**src/rtl/multicycle_control_fsm.sv**
```systemverilog
// Multicycle MIPS main control: sequences fetch/decode/execute/memory/writeback, drives the
// datapath strobes and ALUOp, flags illegal opcodes and memory timeouts, counts retired instructions.
module multicycle_control_fsm #(
    parameter int TIMEOUT  = 16,
    parameter int RETIRE_W = 32
) (
    input  logic                clk,
    input  logic                reset,
    input  logic [5:0]          Opcode,
    input  logic [5:0]          Funct,
    input  logic                Zero,
    input  logic                MemReady,
    output logic                PCWrite,
    output logic [1:0]          PCSource,
    output logic                IorD,
    output logic                MemRead,
    output logic                MemWrite,
    output logic                IRWrite,
    output logic                RegWrite,
    output logic [1:0]          RegDst,
    output logic [1:0]          MemtoReg,
    output logic                ALUSrcA,
    output logic [1:0]          ALUSrcB,
    output logic                ExtSel,
    output logic [2:0]          ALUOp,
    output logic [1:0]          Fault,
    output logic [3:0]          State,
    output logic [RETIRE_W-1:0] InstrCount
);
    localparam int TW = (TIMEOUT > 2) ? $clog2(TIMEOUT) : 1;

    typedef enum logic [3:0] {
        FETCH  = 4'd0,  DECODE = 4'd1,  MEMADR = 4'd2,  MEMRD = 4'd3,
        MEMWB  = 4'd4,  MEMWR  = 4'd5,  EXEC   = 4'd6,  ALUWB = 4'd7,
        BRANCH = 4'd8,  JUMP   = 4'd9,  IEXEC  = 4'd10, IMMWB = 4'd11,
        JAL    = 4'd12, JR     = 4'd13, HALT   = 4'd14, IDLE  = 4'd15
    } state_e;

    state_e              state_q, state_d;
    logic [1:0]          fault_q, fault_d;
    logic [TW-1:0]       tmo_q, tmo_d;
    logic [RETIRE_W-1:0] count_q, count_d;
    logic                tmo_limit;
    logic                mem_wait;

    assign tmo_limit  = (tmo_q == TW'(TIMEOUT - 1));
    assign mem_wait   = (state_q == FETCH) || (state_q == MEMRD) || (state_q == MEMWR);
    assign Fault      = fault_q;
    assign State      = state_q;
    assign InstrCount = count_q;

    // NOTE: async reset forces IDLE, so every Moore strobe drops the moment reset rises.
    always_ff @(posedge clk or posedge reset) begin
        if (reset) begin
            state_q <= IDLE;
            fault_q <= 2'b00;
            tmo_q   <= '0;
            count_q <= '0;
        end else begin
            state_q <= state_d;
            fault_q <= fault_d;
            tmo_q   <= tmo_d;
            count_q <= count_d;
        end
    end

    // NOTE: every output and next-state value gets a default first so no path infers a latch.
    always_comb begin
        state_d  = state_q;
        fault_d  = fault_q;
        PCWrite  = 1'b0;
        PCSource = 2'b00;
        IorD     = 1'b0;
        MemRead  = 1'b0;
        MemWrite = 1'b0;
        IRWrite  = 1'b0;
        RegWrite = 1'b0;
        RegDst   = 2'b00;
        MemtoReg = 2'b00;
        ALUSrcA  = 1'b0;
        ALUSrcB  = 2'b00;
        ExtSel   = 1'b0;
        ALUOp    = 3'b000;

        case (state_q)
            IDLE: state_d = FETCH;
            FETCH: begin
                MemRead = 1'b1;
                ALUSrcB = 2'b01;
                IRWrite = MemReady;
                PCWrite = MemReady;
                if (MemReady) begin
                    state_d = DECODE;
                end else if (tmo_limit) begin
                    state_d = HALT;
                    fault_d = 2'b10;
                end
            end
            DECODE: begin
                ALUSrcB = 2'b11;
                case (Opcode)
                    6'h00:                      state_d = (Funct == 6'h08) ? JR : EXEC;
                    6'h23, 6'h2B:               state_d = MEMADR;
                    6'h08, 6'h0C, 6'h0D, 6'h0F: state_d = IEXEC;
                    6'h04, 6'h05:               state_d = BRANCH;
                    6'h02:                      state_d = JUMP;
                    6'h03:                      state_d = JAL;
                    default: begin
                        state_d = HALT;
                        fault_d = 2'b01;
                    end
                endcase
            end
            MEMADR: begin
                ALUSrcA = 1'b1;
                ALUSrcB = 2'b10;
                state_d = (Opcode == 6'h23) ? MEMRD : MEMWR;
            end
            MEMRD, MEMWR: begin
                IorD     = 1'b1;
                MemRead  = (state_q == MEMRD);
                MemWrite = (state_q == MEMWR);
                if (MemReady) begin
                    state_d = (state_q == MEMRD) ? MEMWB : FETCH;
                end else if (tmo_limit) begin
                    state_d = HALT;
                    fault_d = 2'b10;
                end
            end
            MEMWB: begin
                MemtoReg = 2'b01;
                RegWrite = 1'b1;
                state_d  = FETCH;
            end
            EXEC: begin
                ALUSrcA = 1'b1;
                ALUOp   = 3'b111;
                state_d = ALUWB;
            end
            ALUWB: begin
                RegDst   = 2'b01;
                RegWrite = 1'b1;
                state_d  = FETCH;
            end
            IEXEC, IMMWB: begin
                // IR still holds the opcode, so IMMWB re-derives the same ALU setup as IEXEC.
                case (Opcode)
                    6'h0C:   ALUOp = 3'b010;
                    6'h0D:   ALUOp = 3'b001;
                    6'h0F:   ALUOp = 3'b011;
                    default: ALUOp = 3'b000;
                endcase
                ExtSel = (Opcode == 6'h0C) || (Opcode == 6'h0D);
                if (state_q == IEXEC) begin
                    ALUSrcA = 1'b1;
                    ALUSrcB = 2'b10;
                    state_d = IMMWB;
                end else begin
                    RegWrite = 1'b1;
                    state_d  = FETCH;
                end
            end
            BRANCH: begin
                ALUSrcA  = 1'b1;
                ALUOp    = 3'b100;
                PCSource = 2'b01;
                PCWrite  = (Opcode == 6'h05) ? !Zero : Zero;
                state_d  = FETCH;
            end
            JUMP: begin
                PCSource = 2'b10;
                PCWrite  = 1'b1;
                state_d  = FETCH;
            end
            JAL: begin
                PCSource = 2'b10;
                PCWrite  = 1'b1;
                RegDst   = 2'b10;
                MemtoReg = 2'b10;
                RegWrite = 1'b1;
                state_d  = FETCH;
            end
            JR: begin
                PCSource = 2'b11;
                PCWrite  = 1'b1;
                state_d  = FETCH;
            end
            default: state_d = HALT;
        endcase
    end

    always_comb begin
        tmo_d   = tmo_q;
        count_d = count_q;
        if (state_d != state_q) begin
            tmo_d = '0;
        end else if (mem_wait && !MemReady) begin
            tmo_d = tmo_q + TW'(1);
        end
        if ((state_d == FETCH) && (state_q != FETCH) && (state_q != IDLE)) begin
            count_d = count_q + RETIRE_W'(1);
        end
    end
endmodule
```
**config.mk**
```make
export PLATFORM = sky130hd
export DESIGN_NAME = multicycle_control_fsm
export DESIGN_NICKNAME = d
export VERILOG_FILES = /design/src/rtl/multicycle_control_fsm.sv
export SDC_FILE = /design/constraint.sdc
export NUM_CORES = 1
export LEC_CHECK = 0
export ABC_AREA = 0
export CAP_MARGIN = 40
export CORE_ASPECT_RATIO = 1.4
export CORE_MARGIN = 4
export CORE_UTILIZATION = 40
export CTS_CLUSTER_DIAMETER = 200
export DETAILED_ROUTE_END_ITERATION = 10
export PLACE_DENSITY = 0.79
export SKIP_LAST_GASP = 1
export SLEW_MARGIN = 20
export SYNTH_ARGS = -nofsm -noshare
export SYNTH_HDL_FRONTEND = slang
export SYNTH_SLANG_ARGS = --single-unit
```
**constraint.sdc**
```tcl
create_clock -name clk -period 5.2 [get_ports clk]
set_input_delay 1.04 -clock clk [delete_from_list [all_inputs] [get_ports clk]]
set_output_delay 1.04 -clock clk [all_outputs]
set_load 0.03 [all_outputs]
```
==> flow_summary.json <==
{
  "clkLatencyLatePin_ps": 290,
  "numCtsBuffers": 5,
  "final-seq-area_sq_um": 1060,
  "wl_per_cell_um": 14.2,
  "grt_max_degree": 43,
  "drt_wl_total_um": 6060,
  "initial_core_util_pct": 41.7,
  "cellPowerDensity_nw_per_um2": 448,
  "portBuffers": 72,
  "yosysMostFrequentCell": "dfrtp_1",
  "die_y_um": 104,
  "yosys.area.top_type": "dfrtp_1",
  "fin_ws_ps": 696,
  "worst-endpoint-arrival_ps": 3460,
  "max_clock_freq_mhz": 222,
  "timing.clock.skew_ps": 4.62,
  "min_path_type": "flip-flop to flip-flop",
  "post-route-drc-count": 0,
  "clk_pin_slew_ps": 80,
  "place_hpwl_um": 4480,
  "crit_fanout": 6,
  "first_iter_violations": 86,
  "drv_cap": 0,
  "slew_violations": 0,
  "status": "completed",
  "layout-drive-gt1-share_pct": 9.32,
  "ys_seq_elements": 42,
  "n_fill_cell": 590,
  "antenna_cells": 0,
  "crit_path_start_kind": "input port",
  "first_pass_iters": 4,
  "synth-edff-count": 0,
  "stdcell_count": 426,
  "synthTopCellsByArea": "dfrtp_1, xor2_1, xnor2_1",
  "cp-end-kind": "primary output",
  "ant_nets": 0,
  "grt_antenna_before_repair": 0,
  "syn_nets": 305,
  "seqPwrFrac_pct": 30.6,
  "gp_congestion": 0.753,
  "critPathKind": "input port to primary output",
  "cts_tree": "done",
  "dp_cells": 417,
  "slew_headroom_pct": 57.4,
  "htree_levels": 2,
  "met1_usage_pct": 17.7,
  "synthCells": 287,
  "grt.busiest_layer": "met2",
  "ir_drop_mv": 0.291,
  "ioPinCount": 73,
  "power.leakage_uw": 0.00150,
  "combPwrFrac_pct": 55.3,
  "multi_input_area_sq_um": 1420,
  "grtUsageMet3_pct": 3.99,
  "num_vias": 2324,
  "place_ws_ps": 701,
  "r2r_setup_slack_ps": 2210,
  "yosys_most_used_dff": "dfrtp_1",
  "worstPathRequired_ps": 4160,
  "synth.top_cells.by_count": "dfrtp_1, nand2_1, nor2_1, xor2_1, nand3_1",
  "via_per_inst": 5.46,
  "rows": 34,
  "core-area_sq_um": 6300,
  "rsz0062_at_grt": "false",
  "hold_violations": 0,
  "p_switching_uw": 713,
  "dieArea_sq_um": 7950,
  "die_w_um": 76.5,
  "cts.sinks": 42,
  "yosysWarnings": 0,
  "fin_crit_sh_pct": 86.6,
  "synth_top_area_share_pct": 36.2,
  "min_period_ps": 4500,
  "grt_usage_pct": 15.0,
  "clockPowerShare_pct": 14.1,
  "clock-root-buffer": "clkbuf_8",
  "switching_share_pct": 46.0,
  "cts_resized": 0,
  "postSynth.asyncResetShare_pct": 100,
  "setup-tns-final_ps": 0,
  "worstMarginPinSlew_ps": 637,
  "synth-seq-area-share_pct": 40.2,
  "areaGrowthSynthToFinish_pct": 31.7,
  "grt.overflow.total": 0,
  "hold_slack_ps": 485,
  "syn_avg_cell_area_sq_um": 9.16,
  "grt_pass1_vias": 2182,
  "fin_nets": 371,
  "finalSetupViolations": 0,
  "netlist_area_sq_um": 2630,
  "yosys.cell_types.count": 57,
  "cts_setup_buffers": 0,
  "holdBufCountCts": 0,
  "cts_buffer_depth": 2,
  "grt_first_pass_wirelength_um": 10100,
  "internal_power_uw": 837,
  "grtUsageMet2_pct": 27.1
}
-- layout make-up --
class                      instances  share of cell area, %
sequential                        42                   30.5
inverter                          12                   1.30
clock inverter                     2                  0.362
clock buffer                       6                   2.39
timing repair buffer              76                   21.8
multi-input combinational        216                   41.1
tap                               72                   2.60
-- power groups by stage --
stage	registers, uW	logic, uW	clock network (uW)
6_report	474	858	218
2_1_floorplan	493	592	0
3_5_place_dp	480	858	0
3_3_place_gp	479	811	0
4_1_cts	474	861	226
5_1_grt	487	918	237
-- cell families after synthesis --
logic type | after synthesis | synth area share (%)
buffers and inverters | 29 | 5.71
adder cells (fa/ha/maj) | 2 | 0.952
XOR/XNOR | 39 | 13.3
AND/OR/NAND/NOR | 133 | 27.7
AO/OA/AOI/OAI | 40 | 11.4
flip-flops | 42 | 40.2
multiplexers | 2 | 0.810
-- final timing paths --
check	from	end	depth (start not counted)
max	Opcode[2]	ALUOp[0]	6
min	InstrCount[31]$_DFFE_PP0P_	InstrCount[31]$_DFFE_PP0P_	1
max reg2reg	State[1]$_DFF_PP1_	InstrCount[28]$_DFFE_PP0P_	8
min reg2reg	InstrCount[31]$_DFFE_PP0P_	InstrCount[31]$_DFFE_PP0P_	1
max in group asynchronous	reset	State[1]$_DFF_PP1_	3
min in group asynchronous	reset	InstrCount[4]$_DFFE_PP0P_	3
-- layer usage --
layer  vias to the layer above  part of all wire (%)
met2                        73                    51
met3                         5                   6.1
met1                      1107                    42
met5                         -                     0
li1                       1139                     -
met4                         0                  0.84
-- placed cells by master, fill, tap and decap left out, types with 4 or more instances in the layout --
master and instances:
and3_1 9, nor4_1 7, xor2_1 24, nand3_1 15, nand4_1 5, dfstp_2 4, nor3_1 12, clkbuf_8 6
a21oi_1 6, inv_1 12, nand2_1 29, nor2_1 29, o21ai_0 6, dfrtp_1 38, xnor2_1 14, clkdlybuf4s50_1 72
nor4_2 6
-- registers in the layout, summed over array words and instances, names as in the netlist --
name and cells:
Fault 2, InstrCount 32, tmo_q 4, State 4
-- through the flow --
step                util, %  total power, uW  instance area, sq um
floorplan                 -             1080                  2630
global placement       53.1             1290                  3340
detailed placement     53.4             1340                  3360
CTS                    54.9             1560                  3460
global route           55.0             1640                  3460
finish                 55.0             1550                  3460
-- critical path, cell delays in order --
cell and delay (ps):
clkdlybuf4s50_1 560, inv_1 110, or3_1 390, or4_1 530, o22ai_1 150, clkdlybuf4s50_1 690
Note: power is estimated with default switching activity, not from simulation.
